[config.mk]
export PLATFORM = sky130hd
export DESIGN_NAME = ps2_mouse_axil_slave
export DESIGN_NICKNAME = d
export VERILOG_FILES = /design/src/rtl/ps2_axil_pkg.sv /design/src/rtl/ps2_packet_assembler.sv /design/src/rtl/ps2_mouse_axil_slave.sv
export SDC_FILE = /design/constraint.sdc
export NUM_CORES = 1
export LEC_CHECK = 0
export ABC_AREA = 0
export ABC_CLOCK_PERIOD_IN_PS = 7300
export BUFFER_PORTS_ARGS = -buffer_cell sky130_fd_sc_hd__clkbuf_2
export CAP_MARGIN = 10
export CORE_UTILIZATION = 35
export CTS_CLUSTER_DIAMETER = 80
export DETAILED_ROUTE_END_ITERATION = 10
export REMOVE_ABC_BUFFERS = 1
export SYNTH_ARGS = -nofsm -noshare
export SYNTH_HDL_FRONTEND = slang
export SYNTH_HIERARCHICAL = 1
export SYNTH_SLANG_ARGS = --single-unit
[constraint.sdc]
create_clock -name ACLK -period 7.3 [get_ports ACLK]
set_clock_uncertainty 0.15 [all_clocks]
set_input_delay 1.095 -clock ACLK [delete_from_list [all_inputs] [get_ports ACLK]]
set_output_delay 1.095 -clock ACLK [all_outputs]
set_load 0.03 [all_outputs]
[src/rtl/ps2_axil_pkg.sv]
// Shared definitions for the PS/2 mouse AXI4-Lite register block: register map,
// response codes, STATE field layout, FSM state types and the position clamp.
package ps2_axil_pkg;

  localparam logic [7:0] REG_CTRL  = 8'h00;
  localparam logic [7:0] REG_STAT  = 8'h01;
  localparam logic [7:0] REG_STATE = 8'h02;

  localparam logic [1:0] RESP_OKAY   = 2'b00;
  localparam logic [1:0] RESP_SLVERR = 2'b10;

  localparam int unsigned STATE_X_LSB   = 0;
  localparam int unsigned STATE_Y_LSB   = 12;
  localparam int unsigned STATE_BTN_LSB = 24;
  localparam int unsigned STATE_OVF_BIT = 27;

  typedef enum logic {R_IDLE, R_DATA} r_state_e;
  typedef enum logic [1:0] {W_IDLE, W_ACK, W_RESP} w_state_e;
  typedef enum logic [1:0] {B0, B1, B2} asm_state_e;

  // Adds a 9-bit signed delta in 14-bit arithmetic and clamps to [0, max].
  function automatic logic [11:0] clamp_add(input logic [11:0] pos, input logic [8:0] d,
                                            input logic [11:0] max);
    logic [13:0] sum;
    sum = {2'b00, pos} + {{5{d[8]}}, d};
    if (sum[13]) begin
      return 12'd0;
    end else if (sum[12:0] > {1'b0, max}) begin
      return max;
    end
    return sum[11:0];
  endfunction

  function automatic logic [31:0] pack_state(input logic [11:0] x, input logic [11:0] y,
                                             input logic [2:0] btn, input logic ovf);
    logic [31:0] w;
    w = '0;
    w[STATE_X_LSB +: 12]   = x;
    w[STATE_Y_LSB +: 12]   = y;
    w[STATE_BTN_LSB +: 3]  = btn;
    w[STATE_OVF_BIT]       = ovf;
    return w;
  endfunction

endpackage

[src/rtl/ps2_packet_assembler.sv]
// Frames the PS/2 byte stream into 3-byte mouse packets; pkt_valid pulses while the
// third byte is on rx_data so the consumer commits on that same edge.
module ps2_packet_assembler
  import ps2_axil_pkg::*;
(
  input  logic       ACLK,
  input  logic       reset,
  input  logic       rx_valid,
  input  logic [7:0] rx_data,
  output logic       pkt_valid,
  output logic [8:0] dx,
  output logic [8:0] dy,
  output logic [2:0] btn,
  output logic       ovx,
  output logic       ovy
);

  asm_state_e state_q, state_d;
  logic [7:0] b0_q, b1_q;

  always_comb begin
    state_d = state_q;
    if (rx_valid) begin
      unique case (state_q)
        B0:      if (rx_data[3]) state_d = B1;  // bit3 is always set in a header byte
        B1:      state_d = B2;
        B2:      state_d = B0;
        default: state_d = B0;
      endcase
    end
  end

  always_ff @(posedge ACLK or posedge reset) begin
    if (reset) begin
      state_q <= B0;
      b0_q    <= '0;
      b1_q    <= '0;
    end else begin
      state_q <= state_d;
      if (rx_valid && state_q == B0) b0_q <= rx_data;
      if (rx_valid && state_q == B1) b1_q <= rx_data;
    end
  end

  assign pkt_valid = rx_valid && (state_q == B2);
  assign dx        = {b0_q[4], b1_q};
  assign dy        = {b0_q[5], rx_data};
  assign btn       = b0_q[2:0];
  assign ovx       = b0_q[6];
  assign ovy       = b0_q[7];

endmodule

[src/rtl/ps2_mouse_axil_slave.sv]
// AXI4-Lite register file for a PS/2 mouse: integrates packet deltas into clamped
// absolute X/Y and serves CTRL/STAT/STATE to the polling master.
module ps2_mouse_axil_slave
  import ps2_axil_pkg::*;
#(
  parameter int unsigned ADDR_WIDTH = 8,
  parameter int unsigned DATA_WIDTH = 32,
  parameter int unsigned X_MAX      = 639,
  parameter int unsigned Y_MAX      = 479
) (
  input  logic                    ACLK,
  input  logic                    reset,
  input  logic                    rx_valid,
  input  logic [7:0]              rx_data,
  input  logic [ADDR_WIDTH-1:0]   AWADDR,
  input  logic [2:0]              AWPROT,
  input  logic                    AWVALID,
  output logic                    AWREADY,
  input  logic [DATA_WIDTH-1:0]   WDATA,
  input  logic [DATA_WIDTH/8-1:0] WSTRB,
  input  logic                    WVALID,
  output logic                    WREADY,
  output logic [1:0]              BRESP,
  output logic                    BVALID,
  input  logic                    BREADY,
  input  logic [ADDR_WIDTH-1:0]   ARADDR,
  input  logic [2:0]              ARPROT,
  input  logic                    ARVALID,
  output logic                    ARREADY,
  output logic [DATA_WIDTH-1:0]   RDATA,
  output logic [1:0]              RRESP,
  output logic                    RVALID,
  input  logic                    RREADY
);

  logic       pkt_valid, ovx, ovy;
  logic [8:0] dx, dy;
  logic [2:0] btn;

  ps2_packet_assembler u_asm (
    .ACLK      (ACLK),
    .reset     (reset),
    .rx_valid  (rx_valid),
    .rx_data   (rx_data),
    .pkt_valid (pkt_valid),
    .dx        (dx),
    .dy        (dy),
    .btn       (btn),
    .ovx       (ovx),
    .ovy       (ovy)
  );

  logic [11:0] x_q, y_q;
  logic [2:0]  btn_q;
  logic        ovf_q, enable_q;
  logic [15:0] pktcnt_q;

  // Write channel
  w_state_e w_state_q, w_state_d;
  logic     wr_fire, ctrl_wr, clear;
  logic [1:0] bresp_q;

  always_comb begin
    w_state_d = w_state_q;
    unique case (w_state_q)
      W_IDLE:  if (AWVALID && WVALID) w_state_d = W_ACK;
      W_ACK:   w_state_d = W_RESP;
      W_RESP:  if (BREADY) w_state_d = W_IDLE;
      default: w_state_d = W_IDLE;
    endcase
  end

  assign wr_fire = (w_state_q == W_ACK);
  assign ctrl_wr = wr_fire && (AWADDR == ADDR_WIDTH'(REG_CTRL)) && WSTRB[0];
  assign clear   = ctrl_wr && WDATA[0];
  assign AWREADY = wr_fire;
  assign WREADY  = wr_fire;
  assign BVALID  = (w_state_q == W_RESP);
  assign BRESP   = bresp_q;

  always_ff @(posedge ACLK or posedge reset) begin
    if (reset) begin
      w_state_q <= W_IDLE;
      bresp_q   <= RESP_OKAY;
      enable_q  <= 1'b1;
    end else begin
      w_state_q <= w_state_d;
      if (wr_fire) begin
        bresp_q <= (AWADDR == ADDR_WIDTH'(REG_CTRL)) ? RESP_OKAY : RESP_SLVERR;
      end
      if (ctrl_wr) enable_q <= WDATA[1];
    end
  end

  // Packet commit; CLEAR overrides position/overflow on a coincident edge.
  always_ff @(posedge ACLK or posedge reset) begin
    if (reset) begin
      x_q      <= '0;
      y_q      <= '0;
      btn_q    <= '0;
      ovf_q    <= 1'b0;
      pktcnt_q <= '0;
    end else begin
      if (pkt_valid && enable_q) begin
        btn_q    <= btn;
        pktcnt_q <= pktcnt_q + 16'd1;
        if (!ovx) x_q <= clamp_add(x_q, dx, 12'(X_MAX));
        if (!ovy) y_q <= clamp_add(y_q, dy, 12'(Y_MAX));
        if (ovx || ovy) ovf_q <= 1'b1;
      end
      if (clear) begin
        x_q   <= '0;
        y_q   <= '0;
        ovf_q <= 1'b0;
      end
    end
  end

  // Read channel
  r_state_e r_state_q, r_state_d;
  logic        arready_q, ar_fire;
  logic [31:0] rd_data, rdata_q;
  logic [1:0]  rd_resp, rresp_q;

  assign ar_fire = (r_state_q == R_IDLE) && ARVALID && arready_q;

  always_comb begin
    r_state_d = r_state_q;
    unique case (r_state_q)
      R_IDLE: if (ar_fire) r_state_d = R_DATA;
      R_DATA: if (RREADY) r_state_d = R_IDLE;
    endcase
  end

  always_comb begin
    rd_data = '0;
    rd_resp = RESP_OKAY;
    case (ARADDR)
      ADDR_WIDTH'(REG_CTRL):  rd_data = {30'd0, enable_q, 1'b0};
      ADDR_WIDTH'(REG_STAT):  rd_data = {16'd0, pktcnt_q};
      ADDR_WIDTH'(REG_STATE): rd_data = pack_state(x_q, y_q, btn_q, ovf_q);
      default:                rd_resp = RESP_SLVERR;
    endcase
  end

  always_ff @(posedge ACLK or posedge reset) begin
    if (reset) begin
      r_state_q <= R_IDLE;
      arready_q <= 1'b0;
      rdata_q   <= '0;
      rresp_q   <= RESP_OKAY;
    end else begin
      r_state_q <= r_state_d;
      arready_q <= (r_state_d == R_IDLE);
      if (ar_fire) begin
        rdata_q <= rd_data;
        rresp_q <= rd_resp;
      end
    end
  end

  assign ARREADY = arready_q;
  assign RVALID  = (r_state_q == R_DATA);
  assign RDATA   = DATA_WIDTH'(rdata_q);
  assign RRESP   = rresp_q;

  logic unused_inputs;
  assign unused_inputs = ^{AWPROT, ARPROT, WSTRB[DATA_WIDTH/8-1:1], WDATA[DATA_WIDTH-1:2]};

endmodule

# Word level (Yosys, flattened, before mapping)
# Cells that the tools add are included.
word_totals:
  mem_bits_ro: 0
  n_memories: 0
  regBits: 103
  output_inout_bits: 41
  in_bits: 74
  ram_bits: 0
  latch_bits: 0
  word_cells: 90
op_classes:
  magnitude_cmp: 2
  bitwise: 2
  eq_ne: 11
  shifts: 0
  multipliers: 0
  n_div: 0
  add_sub_neg: 3
  n_reduce_logical: 23
  mux: 34
ops:
  columns: ["operator", "count"]
  rows:
  - ["$mux W12", 12]
  - ["$pmux W28 S3", 1]
  - ["$add A13 B9 Y14", 2]
  - ["$add A16 B1 Y16 const B", 1]
  - ["$logic_not A8 Y1", 2]
  - ["$gt A13 B10 Y1 const B", 1]
  - ["$gt A13 B9 Y1 const B", 1]
  - ["$mux W1", 13]
  - ["$logic_and A1 B1 Y1", 10]
  - ["$mux W2", 5]
  - ["$reduce_and A2 Y1", 5]
  - ["$eq A8 B1 Y1 const B", 1]
  - ["$eq A8 B2 Y1 const B", 1]
  - ["$ne A2 B2 Y1 const B", 4]
  - ["$pmux W2 S3", 1]
  - ["$eq A2 B1 Y1 const B", 2]
  - ["$eq A2 B2 Y1 const B", 2]
  - ["$logic_not A2 Y1", 2]
  - ["$pmux W2 S2", 1]
  - ["$reduce_bool A2 Y1", 2]
  - ["$reduce_or A3 Y1", 1]
  - ["$ne A2 B1 Y1 const B", 1]
  - ["$not A1 Y1", 2]
  - ["$pmux W1 S2", 1]
  - ["$logic_or A1 B1 Y1", 1]

# Depth between registers and ports, before layout
depth:
  word_depth: 10
  ltp_mapped: 10
  depth_no_buf: 9

# Hierarchy
# The synthesis kept the hierarchy.
by_module_without_submodules:
  columns: ["mod", "cells_per_inst", "n_inst", "area_per_inst_um2", "seq_area_each_um2"]
  rows:
  - ["ps2_mouse_axil_slave", 503, 1, 4719.5, 1978.1]
  - ["ps2_packet_assembler", 48, 1, 714.4, 425.4]

# Worst setup path after synthesis
# Ideal clock, no wire load.
synth_timing:
  kind: "input port to flip-flop"
  startpoint: "input rx_data[0]"
  endpoint: "register y_q[3]"
  setup_slack_ps: 3562
  path_stages: 10
  path_buffers: 1
  setup_time_ps: 147
  arrival_time_ps: 3441
  required_ps: 7003
  path_cell_list: "buf_4 > ha_1 > fa_1 > a211o_1 > a211oi_1 > o21ai_1 > mux2i_1 > a2111oi_2 > nor4b_4 > a32oi_1"
synth_via:
  elab_chain_len: 10
  word_cells_on_any_way: 11
  cone_classes: "add/sub (1); order compare (1); mux (9)"
synth_rtl:
  columns: ["element", "line_no", "rtl"]
  rows:
  - ["start: declaration", "ps2_mouse_axil_slave.sv:14", "input logic [7:0] rx_data,"]
  - ["$add A13 B9 Y14 *", "ps2_axil_pkg.sv:25", "sum = {2'b00, pos} + {{5{d[8]}}, d};"]
  - ["$gt A13 B9 Y1", "ps2_axil_pkg.sv:28", "end else if (sum[12:0] > {1'b0, max}) begin"]
  - ["$mux W1", "ps2_axil_pkg.sv:28", null]
  - ["$mux W1", "ps2_axil_pkg.sv:26", "if (sum[13]) begin"]
  - ["$mux W1", "ps2_mouse_axil_slave.sv:108", "if (!ovy) y_q <= clamp_add(y_q, dy, 12'(Y_MAX));"]
  - ["$mux W1", "ps2_mouse_axil_slave.sv:104", "if (pkt_valid && enable_q) begin"]
  - ["$mux W12 *", "ps2_axil_pkg.sv:31", "return sum[11:0];"]
  - ["$mux W12 *", "ps2_mouse_axil_slave.sv:108", null]
  - ["$mux W12 *", "ps2_mouse_axil_slave.sv:104", null]
  - ["$mux W12 *", "ps2_mouse_axil_slave.sv:111", "if (clear) begin"]
  - ["end signal: assignment", "ps2_mouse_axil_slave.sv:108", null]
  - ["end: declaration", "ps2_mouse_axil_slave.sv:53", "logic [11:0] x_q, y_q;"]
# Mark *: on every way between the ends. The rest lies on a longest branch, timed or not. The select of a mux whose other input is x is not followed.
# A chain may end at the register's enable or synchronous reset.

# Worst setup path in the final report
layout_timing:
  startpoint: "input rx_data[0]"
  endpoint: "register y_q[4]"
# Same word-level chain as after synthesis.

==> out/qor.yml <==
logic_synthesis:
  synth_seq_area_share_pct: 44.2
  syn_area_sq_um: 5430
  synthFlopType: "dfrtp_1"
  synth.avg_cell_area_sq_um: 9.86
  ys_seq_elements: 96
  synth-edff-count: 0
  syn-instance-count: 551
  async_reset_ff_share_pct: 100
  yosys.cell_types.count: 65
  ys_warn_count: 6
sta:
  tns_ns: 0
  finalHoldViolCount: 0
  slew_headroom_pct: 29.9
  fin_crit_sh_pct: 53.7
  worst-slew-pin-transition_ns: 1.05
  finalSetupViolCount: 0
  clock.fmax_mhz: 255
  finalWorstSetupSlack_ns: 3.38
  rsz0062_at_grt: "no"
  fin_crit_ns: 3.92
  drv_slew: 0
clocking:
  htreeDepth: 3
  path_clk_slew_ns: 0.07
  cts_tree: "yes"
  post_cts_resized: 0
  clockBufferDepth: 2
  cts.sinks: 96
  post_cts_buffers: 0
  ctsRootBufferMaster: "clkbuf_16"
  cts_buffers: 9
  cts_hold_buf: 0
  insertion_delay_ns: 0.35
critical_path:
  cp_cell_sequence: "clkbuf_2 > ha_1 > fa_1 > a211o_1 > a211oi_1 > o21ai_1 > mux2i_1 > a2111oi_2 > nor4b_4 > a32oi_1"
  slowest_stage: "nor4b_4"
  path_buf_inv: 1
  critical_path_class: "in -> reg"
  critPathArrivalTime_ns: 3.97
  end_kind: "flip-flop"
  critical_path.startpoint: "rx_data[0]"
  crit_required_ns: 7.36
  crit_fanout: 9
  cp_slowest_stage_delay_ns: 0.61
  cp-start-kind: "primary input"
  cp_top_family: "compound AO/OA/AOI/OAI gates"
  reg2reg_from: "y_q[0]"
grt:
  grt_usage_pct: 16.0
  antenna_found_initial: 0
  overflow: 0
  grt_pass1_wl_microns: 20000
  grt_max_degree: 80
  grt_pass1_vias: 3897
routing:
  first_pass_iters: 4
  vias: 4158
  wire_per_inst_microns: 15.5
  wl_microns: 12400
  drtIter0Drc: 338
  drc: 0
  antenna_left: 0
  drt-vias-per-instance: 5.20
status:
  status: "finished, final reports clean"
placement:
  port_buffers: 69
  dp.cells: 784
  dp_hpwl_microns: 9470
  gp_congestion: 0.846
  dp_slack_ns: 3.02
floorplanning:
  boundaryPins: 115
  start_util_pct: 35.7
  fp.dieW_microns: 127
  core_area_sq_um: 15200
  dieArea_sq_um: 16000
  rows: 45
  fp.dieH_microns: 127
cells_and_area:
  antenna_cells: 0
  final_cells: 799
  area_delta_synth_final_pct: 13.6
  drive_above_1_share_pct: 19.6
  final_nets: 710
  utilization_pct: 40.6
pwr:
  peakVddDrop_mv: 0.137
  power_density_nw_per_um2: 240
  leakage_uw: 0.00301
run:
  cap_viol_max_count: 0
worst_hold_path:
  min_path_type: "reg -> reg"
  min_from: "w_state_q[1]"
-- per-layer routing --
metal	up-vias	GRT usage, %	routed length [microns]
met2	96	24.1	5360
met1	1975	23.0	6320
li1	2078	-	-
met3	9	3.88	574
met5	-	0	0
met4	0	4.25	124
-- Yosys cell counts (2+ instances only) --
library cell	n	area, sq um
a211oi_1	8	60.1
xnor2_1	25	219
a21o_1	8	60.1
a41o_1	3	30.0
o21a_1	5	37.5
nor4b_4	2	47.6
mux2_2	17	191
a221o_1	4	40.0
a31oi_1	4	25.0
mux2i_1	2	20.0
o21ai_0	34	170
inv_1	15	56.3
nor3_1	10	50.1
clkbuf_2	2	10.0
nor2_1	30	113
nor3b_1	2	15.0
a21oi_1	28	140
dfrtp_1	95	2380
o21bai_1	2	15.0
fa_1	2	40.0
o211ai_1	3	22.5
and3_1	3	18.8
xor2_1	12	105
a32oi_1	2	17.5
nand2b_1	3	18.8
nand4_1	5	31.3
buf_4	15	113
ha_1	27	338
nand3_1	23	115
o22ai_1	2	12.5
nand2_1	81	304
a2111oi_2	2	30.0
clkbuf_1	14	52.6
and2_1	5	31.3
a32o_1	2	20.0
a22oi_1	22	165
a22o_1	4	35.0
-- power by group --
| group | internal (uW) | switching [uW] |
|---|---|---|
| clock network | 276 | 207 |
| registers | 580 | 47.0 |
| logic | 150 | 222 |
-- sequential cells by signal, indices dropped and copies added (netlist names), 2 cells and up --
signal	flops
u_asm/b0_q	7
x_q	12
btn_q	3
u_asm/state_q	2
y_q	12
u_asm/b1_q	8
w_state_q	2
RDATA	28
pktcnt_q	16
-- per-stage QoR --
step	cell area, sq um	total power [uW]	hold slack (ns)
after global routing	6170	1560	0.338
final	6170	1480	0.317
after global placement	5870	998	0.301
after CTS	6170	1500	0.322
after detailed placement	5870	1010	0.307
after floorplan	5270	909	0.285
-- cell usage in the layout, fill, tap and decap left out, types with 3 or more instances in the layout --
cell | synthesis | routed
clkbuf_16 | 0 | 9
o21ai_0 | 34 | 34
a22oi_1 | 22 | 22
a31oi_1 | 4 | 4
conb_1 | 1 | 6
o21a_1 | 5 | 5
and2_1 | 5 | 5
nand4_1 | 5 | 5
xor2_1 | 12 | 12
a41o_1 | 3 | 3
nand2_1 | 81 | 81
nor2_1 | 30 | 30
and3_1 | 3 | 3
a21o_1 | 8 | 8
a22o_1 | 4 | 4
inv_1 | 15 | 14
a221o_1 | 4 | 4
buf_4 | 15 | 3
nand3_1 | 23 | 23
xnor2_1 | 25 | 25
nor3_1 | 10 | 10
a211oi_1 | 8 | 8
dfrtp_1 | 95 | 95
o211ai_1 | 3 | 3
a21oi_1 | 28 | 28
ha_1 | 27 | 27
nand2b_1 | 3 | 3
clkbuf_2 | 2 | 69
mux2_2 | 17 | 17
-- logic make-up (layout without fill, tap and decap cells) --
family / count (synthesis) / in the layout / share of synthesized area, %
flops: 96 / 96 / 44.2
compound gates: 143 / 143 / 18.0
simple gates: 179 / 179 / 16.4
other cells: 1 / 6 / 0.0690
buf+inv: 47 / 102 / 4.47
xor+xnor: 37 / 37 / 5.96
mux: 19 / 19 / 3.89
fa+ha+maj: 29 / 29 / 6.95
-- path summary, 6_finish.rpt --
path                                     to  slack, ns  cells past startpoint
max                                  y_q[4]       3.38                     10
min                            w_state_q[0]       0.32                      1
max reg2reg                          y_q[4]       3.83                      9
min reg2reg                    w_state_q[0]       0.32                      1
max in group asynchronous       pktcnt_q[4]       5.42                      3
min in group asynchronous  u_asm/state_q[0]       0.68                      2
-- cell type report --
type	instances	area, sq um
Inverter	15	57.6
Fill cell	1525	9030
Timing Repair Buffer	72	368
Multi-Input combinational cell	413	2810
Clock inverter	5	63.8
Clock buffer	10	239
Sequential cell	96	2400
Tap cell	188	235
No activity file was read; power rests on OpenSTA's default activity.
